==> src/rtl/term_write_ctrl_if.sv <==
`timescale 1ns/1ps
// term_write_ctrl_if: byte-stream input handshake plus the text-RAM write port.
// The slave side belongs to the controller, the master side to its environment.
interface term_write_ctrl_if #(
   parameter int unsigned ADDR_W = 11
);
   logic [7:0]        in_data;
   logic              in_valid;
   logic              in_ready;
   logic              wr_en;
   logic [ADDR_W-1:0] wr_addr;
   logic [7:0]        wr_data;

   modport master (
      output in_data,
      output in_valid,
      input  in_ready,
      input  wr_en,
      input  wr_addr,
      input  wr_data
   );

   modport slave (
      input  in_data,
      input  in_valid,
      output in_ready,
      output wr_en,
      output wr_addr,
      output wr_data
   );
endinterface

==> src/rtl/term_write_ctrl.sv <==
`timescale 1ns/1ps
// term_write_ctrl: cursor/scroll controller owning the write port of the
// text-mode character buffer. Bytes arrive over a valid/ready handshake,
// printable ones are written at the cursor, control codes move the cursor.
// Scrolling rotates the physical row shown at the top (scroll_row) and
// blanks the newly exposed bottom line instead of copying text.
module term_write_ctrl #(
   parameter int unsigned COLS   = 80,
   parameter int unsigned ROWS   = 25,
   parameter int unsigned ADDR_W = 11,
   parameter logic [7:0]  BLANK  = 8'h20
) (
   input  logic               clk100,
   input  logic               rst_n,
   term_write_ctrl_if.slave   bus,
   output logic [4:0]         scroll_row,
   output logic [4:0]         cursor_row,
   output logic [6:0]         cursor_col,
   output logic               busy
);

   localparam int unsigned CELLS = COLS * ROWS;
   localparam int unsigned CNT_W = $clog2(CELLS + 1);

   typedef enum logic [1:0] {
      CLR_ALL,
      IDLE,
      WRITE,
      CLR_LINE
   } state_t;

   state_t            state, state_nx;
   logic [CNT_W-1:0]  clr_cnt, cnt_nx;
   logic [ADDR_W-1:0] line_base, base_nx;
   logic [ADDR_W-1:0] wr_addr_q, addr_nx;
   logic [7:0]        wr_data_q, data_nx;
   logic              wr_en_q, wr_en_nx;
   logic [4:0]        scroll_q, scroll_nx;
   logic [4:0]        row_q, row_nx;
   logic [6:0]        col_q, col_nx;

   logic              accept;
   logic              printable;
   logic              at_bottom;
   logic              lf;
   logic [5:0]        prow_sum;
   logic [4:0]        prow;
   logic [4:0]        scroll_inc;
   logic [ADDR_W-1:0] cur_addr;
   logic [ADDR_W-1:0] bottom_base;

   assign accept    = bus.in_valid && (state == IDLE);
   assign printable = (bus.in_data >= 8'h20) && (bus.in_data <= 8'h7E);
   assign at_bottom = (row_q == 5'(ROWS - 1));

   // Logical cursor row mapped onto the rotated physical RAM row.
   assign prow_sum   = {1'b0, scroll_q} + {1'b0, row_q};
   assign prow       = (prow_sum >= 6'(ROWS)) ? 5'(prow_sum - 6'(ROWS)) : prow_sum[4:0];
   assign cur_addr   = ADDR_W'(prow * COLS + col_q);
   assign scroll_inc = (scroll_q == 5'(ROWS - 1)) ? '0 : scroll_q + 5'd1;

   // After scroll_row advances by one, the new bottom physical row is the
   // row that used to be at the top, i.e. the current scroll_row.
   assign bottom_base = ADDR_W'(scroll_q * COLS);

   // State and datapath registers, all cleared asynchronously.
   always_ff @(posedge clk100 or negedge rst_n) begin
      if (!rst_n) begin
         state     <= CLR_ALL;
         clr_cnt   <= '0;
         line_base <= '0;
         wr_en_q   <= 1'b0;
         wr_addr_q <= '0;
         wr_data_q <= '0;
         scroll_q  <= '0;
         row_q     <= '0;
         col_q     <= '0;
      end else begin
         state     <= state_nx;
         clr_cnt   <= cnt_nx;
         line_base <= base_nx;
         wr_en_q   <= wr_en_nx;
         wr_addr_q <= addr_nx;
         wr_data_q <= data_nx;
         scroll_q  <= scroll_nx;
         row_q     <= row_nx;
         col_q     <= col_nx;
      end
   end

   // Next-state, cursor and write-port logic. A line feed raised either by
   // an LF byte or by autowrap is handled once, after the state decode.
   always_comb begin
      state_nx  = state;
      cnt_nx    = clr_cnt;
      base_nx   = line_base;
      wr_en_nx  = 1'b0;
      addr_nx   = wr_addr_q;
      data_nx   = wr_data_q;
      scroll_nx = scroll_q;
      row_nx    = row_q;
      col_nx    = col_q;
      lf        = 1'b0;

      case (state)
         CLR_ALL: begin
            if (clr_cnt == CNT_W'(CELLS)) begin
               state_nx = IDLE;
            end else begin
               wr_en_nx = 1'b1;
               addr_nx  = ADDR_W'(clr_cnt);
               data_nx  = BLANK;
               cnt_nx   = clr_cnt + 1'b1;
            end
         end

         CLR_LINE: begin
            if (clr_cnt == CNT_W'(COLS)) begin
               state_nx = IDLE;
            end else begin
               wr_en_nx = 1'b1;
               addr_nx  = line_base + ADDR_W'(clr_cnt);
               data_nx  = BLANK;
               cnt_nx   = clr_cnt + 1'b1;
            end
         end

         IDLE: begin
            if (accept) begin
               if (printable) begin
                  state_nx = WRITE;
                  wr_en_nx = 1'b1;
                  addr_nx  = cur_addr;
                  data_nx  = bus.in_data;
               end else begin
                  case (bus.in_data)
                     8'h0A: lf = 1'b1;
                     8'h0D: col_nx = '0;
                     8'h08: if (col_q != '0) col_nx = col_q - 7'd1;
                     8'h0C: begin
                        row_nx    = '0;
                        col_nx    = '0;
                        scroll_nx = '0;
                        cnt_nx    = '0;
                        state_nx  = CLR_ALL;
                     end
                     default: ;
                  endcase
               end
            end
         end

         WRITE: begin
            state_nx = IDLE;
            if (col_q == 7'(COLS - 1)) begin
               col_nx = '0;
               lf     = 1'b1;
            end else begin
               col_nx = col_q + 7'd1;
            end
         end

         default: state_nx = CLR_ALL;
      endcase

      // The first blank of a line clear is issued in the same edge that
      // enters CLR_LINE, so the clear occupies exactly COLS cycles.
      if (lf) begin
         if (!at_bottom) begin
            row_nx = row_q + 5'd1;
         end else begin
            scroll_nx = scroll_inc;
            base_nx   = bottom_base;
            state_nx  = CLR_LINE;
            wr_en_nx  = 1'b1;
            addr_nx   = bottom_base;
            data_nx   = BLANK;
            cnt_nx    = CNT_W'(1);
         end
      end
   end

   assign bus.in_ready = (state == IDLE);
   assign bus.wr_en    = wr_en_q;
   assign bus.wr_addr  = wr_addr_q;
   assign bus.wr_data  = wr_data_q;
   assign scroll_row   = scroll_q;
   assign cursor_row   = row_q;
   assign cursor_col   = col_q;
   assign busy         = (state == CLR_ALL) || (state == CLR_LINE);

endmodule

==> src/flat_wrapper.sv <==
// flat-port wrapper written by rule: the top's interface ports become plain ports
module term_write_ctrl_flat 
#(
   parameter int unsigned COLS   = 80,
   parameter int unsigned ROWS   = 25,
   parameter int unsigned ADDR_W = 11,
   parameter logic [7:0]  BLANK  = 8'h20
)
  (clk100, rst_n, scroll_row, cursor_row, cursor_col, busy, bus_in_data, bus_in_valid, bus_in_ready, bus_wr_en, bus_wr_addr, bus_wr_data);
  term_write_ctrl_if #(.ADDR_W(ADDR_W)) bus_i ();
  input  logic clk100;
  input  logic rst_n;
  output logic [4:0] scroll_row;
  output logic [4:0] cursor_row;
  output logic [6:0] cursor_col;
  output logic busy;
  input wire logic [$bits(bus_i.in_data)-1:0] bus_in_data;
  input wire logic [$bits(bus_i.in_valid)-1:0] bus_in_valid;
  output wire logic [$bits(bus_i.in_ready)-1:0] bus_in_ready;
  output wire logic [$bits(bus_i.wr_en)-1:0] bus_wr_en;
  output wire logic [$bits(bus_i.wr_addr)-1:0] bus_wr_addr;
  output wire logic [$bits(bus_i.wr_data)-1:0] bus_wr_data;
  assign bus_i.in_data = bus_in_data;
  assign bus_i.in_valid = bus_in_valid;
  assign bus_in_ready = bus_i.in_ready;
  assign bus_wr_en = bus_i.wr_en;
  assign bus_wr_addr = bus_i.wr_addr;
  assign bus_wr_data = bus_i.wr_data;
  term_write_ctrl #(.COLS(COLS), .ROWS(ROWS), .ADDR_W(ADDR_W), .BLANK(BLANK)) u_core (.clk100(clk100), .rst_n(rst_n), .bus(bus_i), .scroll_row(scroll_row), .cursor_row(cursor_row), .cursor_col(cursor_col), .busy(busy));
endmodule
==> config.mk <==
export PLATFORM = sky130hd
export DESIGN_NAME = term_write_ctrl_flat
export DESIGN_NICKNAME = d
export VERILOG_FILES = /design/src/rtl/term_write_ctrl_if.sv /design/src/rtl/term_write_ctrl.sv /design/src/flat_wrapper.sv
export SDC_FILE = /design/constraint.sdc
export NUM_CORES = 1
export LEC_CHECK = 0
export CAP_MARGIN = 20
export CORE_MARGIN = 2
export CORE_UTILIZATION = 45
export CTS_CLUSTER_SIZE = 8
export DETAILED_ROUTE_END_ITERATION = 16
export PLACE_DENSITY = 0.66
export SYNTH_ARGS = -nofsm -noshare
export SYNTH_HDL_FRONTEND = slang
export SYNTH_SLANG_ARGS = --single-unit
==> constraint.sdc <==
create_clock -name clk100 -period 10.5 [get_ports clk100]
set_clock_uncertainty 0.15 [all_clocks]
set_input_delay 2.1 -clock clk100 [delete_from_list [all_inputs] [get_ports clk100]]
set_output_delay 2.1 -clock clk100 [all_outputs]
set_load 0.005 [all_outputs]
==> results of run 1 <==
[state kept, by name, summed over array words and instances (netlist names)]
signal              flops
u_core.bus.wr_data      8
u_core.scroll_row       5
u_core.line_base        7
u_core.bus.wr_en        1
u_core.cursor_row       5
u_core.bus.wr_addr     11
u_core.state            2
u_core.clr_cnt         11
u_core.cursor_col       7
[metal layers]
layer	GRT usage, %	vias to the layer above
met5	0	-
met4	9.31	0
met3	3.23	18
met2	36.8	108
met1	33.8	1959
li1	-	1972
[synth_stat cells, types with 7 or more instances]
library cell	count
a211oi_1	7
a21oi_1	31
a221oi_1	7
a22oi_1	12
a31oi_1	7
clkbuf_1	11
dfrtp_1	57
ha_1	41
inv_1	25
nand2_1	46
nand3_1	18
nand4_1	7
nor2_1	39
nor2b_1	9
nor3_1	7
o21ai_0	36
o21ai_1	7
o31ai_1	9
xnor2_1	11
xor2_1	7
[cells by family (layout without fill, tap and decap cells)]
| family | after synthesis | count (layout) | synth area share [%] |
|---|---|---|---|
| AOI/OAI and AO/OA | 170 | 170 | 26.4 |
| xor gates and xnor gates | 18 | 18 | 3.55 |
| adders and majority gates | 46 | 46 | 13.8 |
| buffers and inverters | 48 | 95 | 4.65 |
| DFF | 57 | 57 | 32.1 |
| muxes | 1 | 1 | 0.225 |
| and+or+nand+nor | 166 | 166 | 19.3 |
[final cells by class]
cell class | count | share of cell area, %
well taps | 133 | 3.20
multi-input cells | 401 | 54.0
flip-flops and latches | 57 | 27.4
inverters | 26 | 1.88
clock buffers | 13 | 2.86
clock inverters | 3 | 0.770
repair buffers | 53 | 9.91
[stage by stage]
stage	instances	util (%)	power (mW)	setup WS, ns
finish	686	53.7	0.442	5.34
global route	686	53.7	0.455	4.95
CTS	686	53.7	0.445	5.42
detailed placement	670	51.8	0.236	5.47
global placement	670	51.8	0.235	5.72
floorplan	506	-	0.225	5.93
[report_power, final]
part	total (mW)	internal (mW)	leakage, nW	switching, mW
registers	0.220	0.220	0.743	0
logic	0.0115	0.00410	1.56	0.00741
clock network	0.211	0.116	0.0974	0.0949
total	0.442	0.339	2.40	0.102
[worst paths after layout]
path	from	endpoint	slack, ns
max	u_core.scroll_row[0]	u_core.bus.wr_addr[10]	5.34
min	u_core.line_base[8]	u_core.line_base[8]	0.34
max reg2reg	u_core.scroll_row[0]	u_core.bus.wr_addr[10]	5.34
min reg2reg	u_core.line_base[8]	u_core.line_base[8]	0.34
max in group asynchronous	rst_n	u_core.bus.wr_addr[8]	7.95
min in group asynchronous	rst_n	u_core.cursor_col[3]	1.75
[worst reg2reg max path, cell delays in order, from the launching register on]
cell and delay [ns]:
dfrtp_1 0.53, ha_1 0.24, inv_1 0.06, fa_1 0.51
ha_1 0.26, nand2b_1 0.12, nor2_1 0.06, o41ai_2 0.56
o21ai_0 0.22, xnor2_1 0.25, ha_1 0.27, ha_1 0.23
inv_1 0.08, fa_1 0.42, nor2b_1 0.15, o21ai_0 0.18
a221oi_1 0.28, o31ai_1 0.13, o21a_1 0.13, o31ai_1 0.23
==> results.md, run 1 <==
- IO Count: 50
- Async SR Flop Fraction: 100%
- Vias: 4,057
- Commonest non-fill, non-tap cells in the layout: 57 x dfrtp_1, 48 x clkdlybuf4s50_1, 46 x nand2_1, 41 x ha_1, 39 x nor2_1
- Clk_lat worst skew: 0.35 ns
- Clk root buf: clkbuf_8
- Yosys warning count: 0
- Max VDD drop: 70.4 uV
- Clk buf depth: 2
- Period minus WS final: 5.16 ns
- Post-cts resize count: 0
- DRC violations left: 0
- Dpl cell area: ~5000 sq um
- Cell depth of the worst hold path: 2
- Worst endpoint required time: roughly 11 ns
- Lkg Pwr: about 2.4 nW
- Drt first-iter violations: 165
- Met2 WL: about 5.6 mm
- Clock sinks: 57
- Most common cell after layout, fill and taps aside: dfrtp_1
- Register area share after synthesis: roughly a third
- Detail Placement HPWL: around 8.8 mm
- Min Hold Slack: 0.338 ns
- Register bit count reported by yosys: 57
- TritonRoute pass-1 iters: 5
- Hold Buf Count CTS: 0
- EDFF count, synth: 0
- Top layer in use: met4
- Seq. cell area: between 1000 and 1500 sq um
- IO buf count: 49
- CP top delay family: adder cells
- Largest area contributor in the netlist: dfrtp_1
- Row Count: 36
- Remaining Overflow, GRT: 0
- Hold crit path type: reg -> reg
- Wirelength per Cell: 17.6 microns
- Fill cells: 889
- CTS tree: done
- Final ANT Viol Nets: 0
- Power Dens Cells: 84.9 nW/um^2
- Layout Nets: 605
- Mapped Nets: 563
- M1 wire length: 5.74 mm
- Startpoint types: register
- Routability cong.: 0.955
- WL met3: 518 microns
- Antenna violations before repair: 0
- Slowest-stage cell, CP: o41ai_2
- CP Class: reg -> reg
- Synth Cell Area: 4440 sq um
- Synth unique cells: 66
- Setup violators final: 0
- Crit-path max cell delay: roughly 0.56 ns
- Avg Inst Size Synth: ~8.8 sq um
- Die Area: 10,700 sq um
- Levels on crit path: 19
- DIE WIDTH: around 100 microns
- Post-CTS Setup Bufs: 0
- Total GRT Usage: 23.8%
- Fraction of layout cells with a size suffix above 1: 6.15%
- RSZ-0062 raised after global routing: false
- Worst path bufs/invs: 2
- Worst-path maximum fanout: 9
- Antenna diodes: 0
- Worst slew pin tran: 0.870 ns
- Area of the multi-input gates: 2810 sq um
- H-tree level count: 3
- Vias per cell: 5.91
- Final Hold Viols: 0
- Fin. max-slew vios: 0
- Top FF cell, synth: dfrtp_1
- CP cell instances: ha_1 > inv_1 > fa_1 > ha_1 > nand2b_1 > nor2_1 > o41ai_2 > o21ai_0 > xnor2_1 > ha_1 > ha_1 > inv_1 > fa_1 > nor2b_1 > o21ai_0 > a221oi_1 > o31ai_1 > o21a_1 > o31ai_1
- Largest net degree at the start of global routing: 58
- Area share of the largest cell type after synthesis: 32.1%
- Synthesized instance count: 506
- Setup TNS: 0 ns
- Clock buffer count from CTS: 9
- Fmax: 194 MHz
- Synth area leaders: dfrtp_1 32%, ha_1 12%, o21ai_0 4.1%, nand2_1 3.9%, a21oi_1 3.5%
- Initial Util: between 40 and 50%
- Fin crit share: 49.1%
- Clk slew on worst S/H paths: ~0.07 ns
- Wirelength, routed: between 10 and 15 mm
- Worst Reg-to-Reg Cells: 19
- Die Height: 103 microns
- Vias in the first global route: approximately 3,900
- Area grow syn2layout: 17.2%
- Final cell area excluding filler cells: about 5200 sq um
- Slew HR: 41.7%
- Max-Cap Viols: 0
- Setup crit end kind: register
- Global-route wire length before repair: around 19 mm
- Status: complete, no violations
- Most frequent CP cell: ha_1
- Worst EP arrival: about 5.3 ns
- Core area: 9680 sq um
Power figures use the tool's default switching activity.
==> run 2: changes to the inputs <==
==> constraint.sdc (replaced) <==
create_clock -name clk100 -period 5.05 [get_ports clk100]
set_clock_uncertainty 0.15 [all_clocks]
set_input_delay 1.01 -clock clk100 [delete_from_list [all_inputs] [get_ports clk100]]
set_output_delay 1.01 -clock clk100 [all_outputs]
set_load 0.005 [all_outputs]
==> results.md, run 2 (synthesis results as in run 1) <==
- Status: complete, no violations
- Remaining Overflow, GRT: 0
- Min-delay src: u_core.line_base[7]
- Worst Reg-to-Reg Cells: 19
- DIE WIDTH: slightly above 100 microns
- Clk root buf: clkbuf_8
- Non-filler instance count after layout: 687
- Cell depth of the worst hold path: 2
- Worst slew pin tran: between 0.9 and 1 ns
- Setup violators final: 0
- H-tree level count: 3
- CTS tree: done
- Fill cells: 895
- Period minus WS final: 4.73 ns
- Vias in the first global route: 3,798
- Worst reg2reg startpoint: u_core.cursor_row[0]
- Max VDD drop: 108 uV
- Worst EP arrival: roughly 4.8 ns
- Hold Path End: u_core.line_base[7]
- Largest net degree at the start of global routing: 44
- Setup TNS: 0 ns
- Hold Buf Count CTS: 0
- Startpoint types: register
- Vias per cell: 5.92
- Antenna violations before repair: 0
- Initial Util: 45.8%
- Clk_lat worst skew: 0.35 ns
- Die Height: 103 microns
- Clock sinks: between 50 and 60
- RR Endpoint: u_core.bus.wr_addr[10]
- Area grow syn2layout: 17.8%
- CP Class: reg -> reg
- Fin. max-slew vios: 0
- Commonest non-fill, non-tap cells in the layout: 56 x dfrtp_1, 48 x clkdlybuf4s50_1, 46 x nand2_1, 41 x ha_1, 39 x nor2_1
- Hold crit path type: reg -> reg
- Global-route wire length before repair: 19.6 mm
- Max-Cap Viols: 0
- Most common cell after layout, fill and taps aside: dfrtp_1
- Slew HR: 38.9%
- Clk buf depth: 2
- Row Count: 36
- Antenna diodes: 0
- Lkg Pwr: 2.45 nW
- Fraction of layout cells with a size suffix above 1: roughly 7%
- Placed Cells: 671
- Wirelength, routed: 12.1 mm
- Drt first-iter violations: approximately 270
- Detail Placement HPWL: a little under 9 mm
- Post-layout util: a little over half
- Die Area: 10,700 sq um
- Total GRT Usage: about a quarter
- Clock buffer count from CTS: 9
- Final Hold Viols: 0
- Fin crit share: 93.8%
- Routability cong.: approximately 0.87
- Layout Nets: 608
- TritonRoute pass-1 iters: 5
- Wirelength per Cell: about 18 microns
- IO Count: 50
- Clk slew on worst S/H paths: roughly 0.070 ns
- Fmax: roughly 210 MHz
- Worst-path maximum fanout: 7
- IO buf count: 49
- Vias: 4,068
- Power Dens Cells: ~170 nW/um^2
- Core area: 9680 sq um
- R2r setup slk: 0.32 ns
- Setup crit end kind: register
- Final ANT Viol Nets: 0
- Worst endpoint required time: 5.15 ns
- DRC violations left: 0
## run 2: area by class of cell
class / count / area, sq um / area share [%]
flip-flops and latches: 57 / 1430 / 27.3
multi-input cells: 401 / 2820 / 53.9
well taps: 133 / 166 / 3.18
clock buffers: 10 / 138 / 2.63
inverters: 26 / 97.6 / 1.87
repair buffers: 56 / 538 / 10.3
clock inverters: 4 / 45.0 / 0.861
## run 2: worst max-delay path by stage
stage                          from                      to  slack [ns]
6_report       u_core.cursor_row[0]  u_core.bus.wr_addr[10]        0.32
3_5_place_dp   u_core.cursor_row[0]  u_core.bus.wr_addr[10]        0.14
5_1_grt        u_core.cursor_row[0]  u_core.bus.wr_addr[10]      -0.008
2_1_floorplan  u_core.scroll_row[0]  u_core.bus.wr_addr[10]        0.48
4_1_cts        u_core.cursor_row[0]  u_core.bus.wr_addr[10]        0.12
3_3_place_gp   u_core.cursor_row[0]  u_core.bus.wr_addr[10]        0.34
## run 2: worst max-delay path, stage by stage (launching register included)
cell	delay, ns
dfrtp_2	0.42
ha_1	0.19
inv_1	0.05
fa_1	0.40
nor2b_1	0.20
o22ai_1	0.15
xor2_1	0.20
o41ai_4	0.41
o21ai_0	0.18
xnor2_1	0.23
ha_1	0.27
ha_1	0.23
inv_1	0.07
fa_1	0.42
nor2b_1	0.14
o21ai_0	0.17
a221oi_1	0.29
o31ai_1	0.13
o21a_1	0.13
o31ai_1	0.21
## run 2: layer usage
metal	part of all wire [%]	routed length [microns]	track usage, %
met4	1.4	173	6.38
met3	4.3	520	2.62
met2	47	5710	37.7
met5	0	0	0
met1	47	5720	33.8
## run 2: what timing repair did
action,4_1_cts,5_1_grt
setup endpoints to repair,0,2
setup buffers,0,2
hold endpoints to repair,0,0
gates resized for setup,0,2
## run 2: power by group
part	switching, mW	leakage [nW]	total (mW)	internal, mW
registers	0	0.741	0.456	0.456
logic	0.0156	1.61	0.0241	0.00852
clock network	0.196	0.0978	0.429	0.233
## run 2: through the flow
stage | setup slack [ns] | power (mW) | instance area [sq um] | hold slack (ns)
CTS | 0.119 | 0.918 | 5200 | 0.355
finish | 0.316 | 0.910 | 5230 | 0.354
detailed placement | 0.135 | 0.490 | 5020 | 0.340
floorplan | 0.477 | 0.468 | 4440 | 0.302
global placement | 0.337 | 0.490 | 5020 | 0.336
global route | -0.00754 | 0.943 | 5230 | 0.380
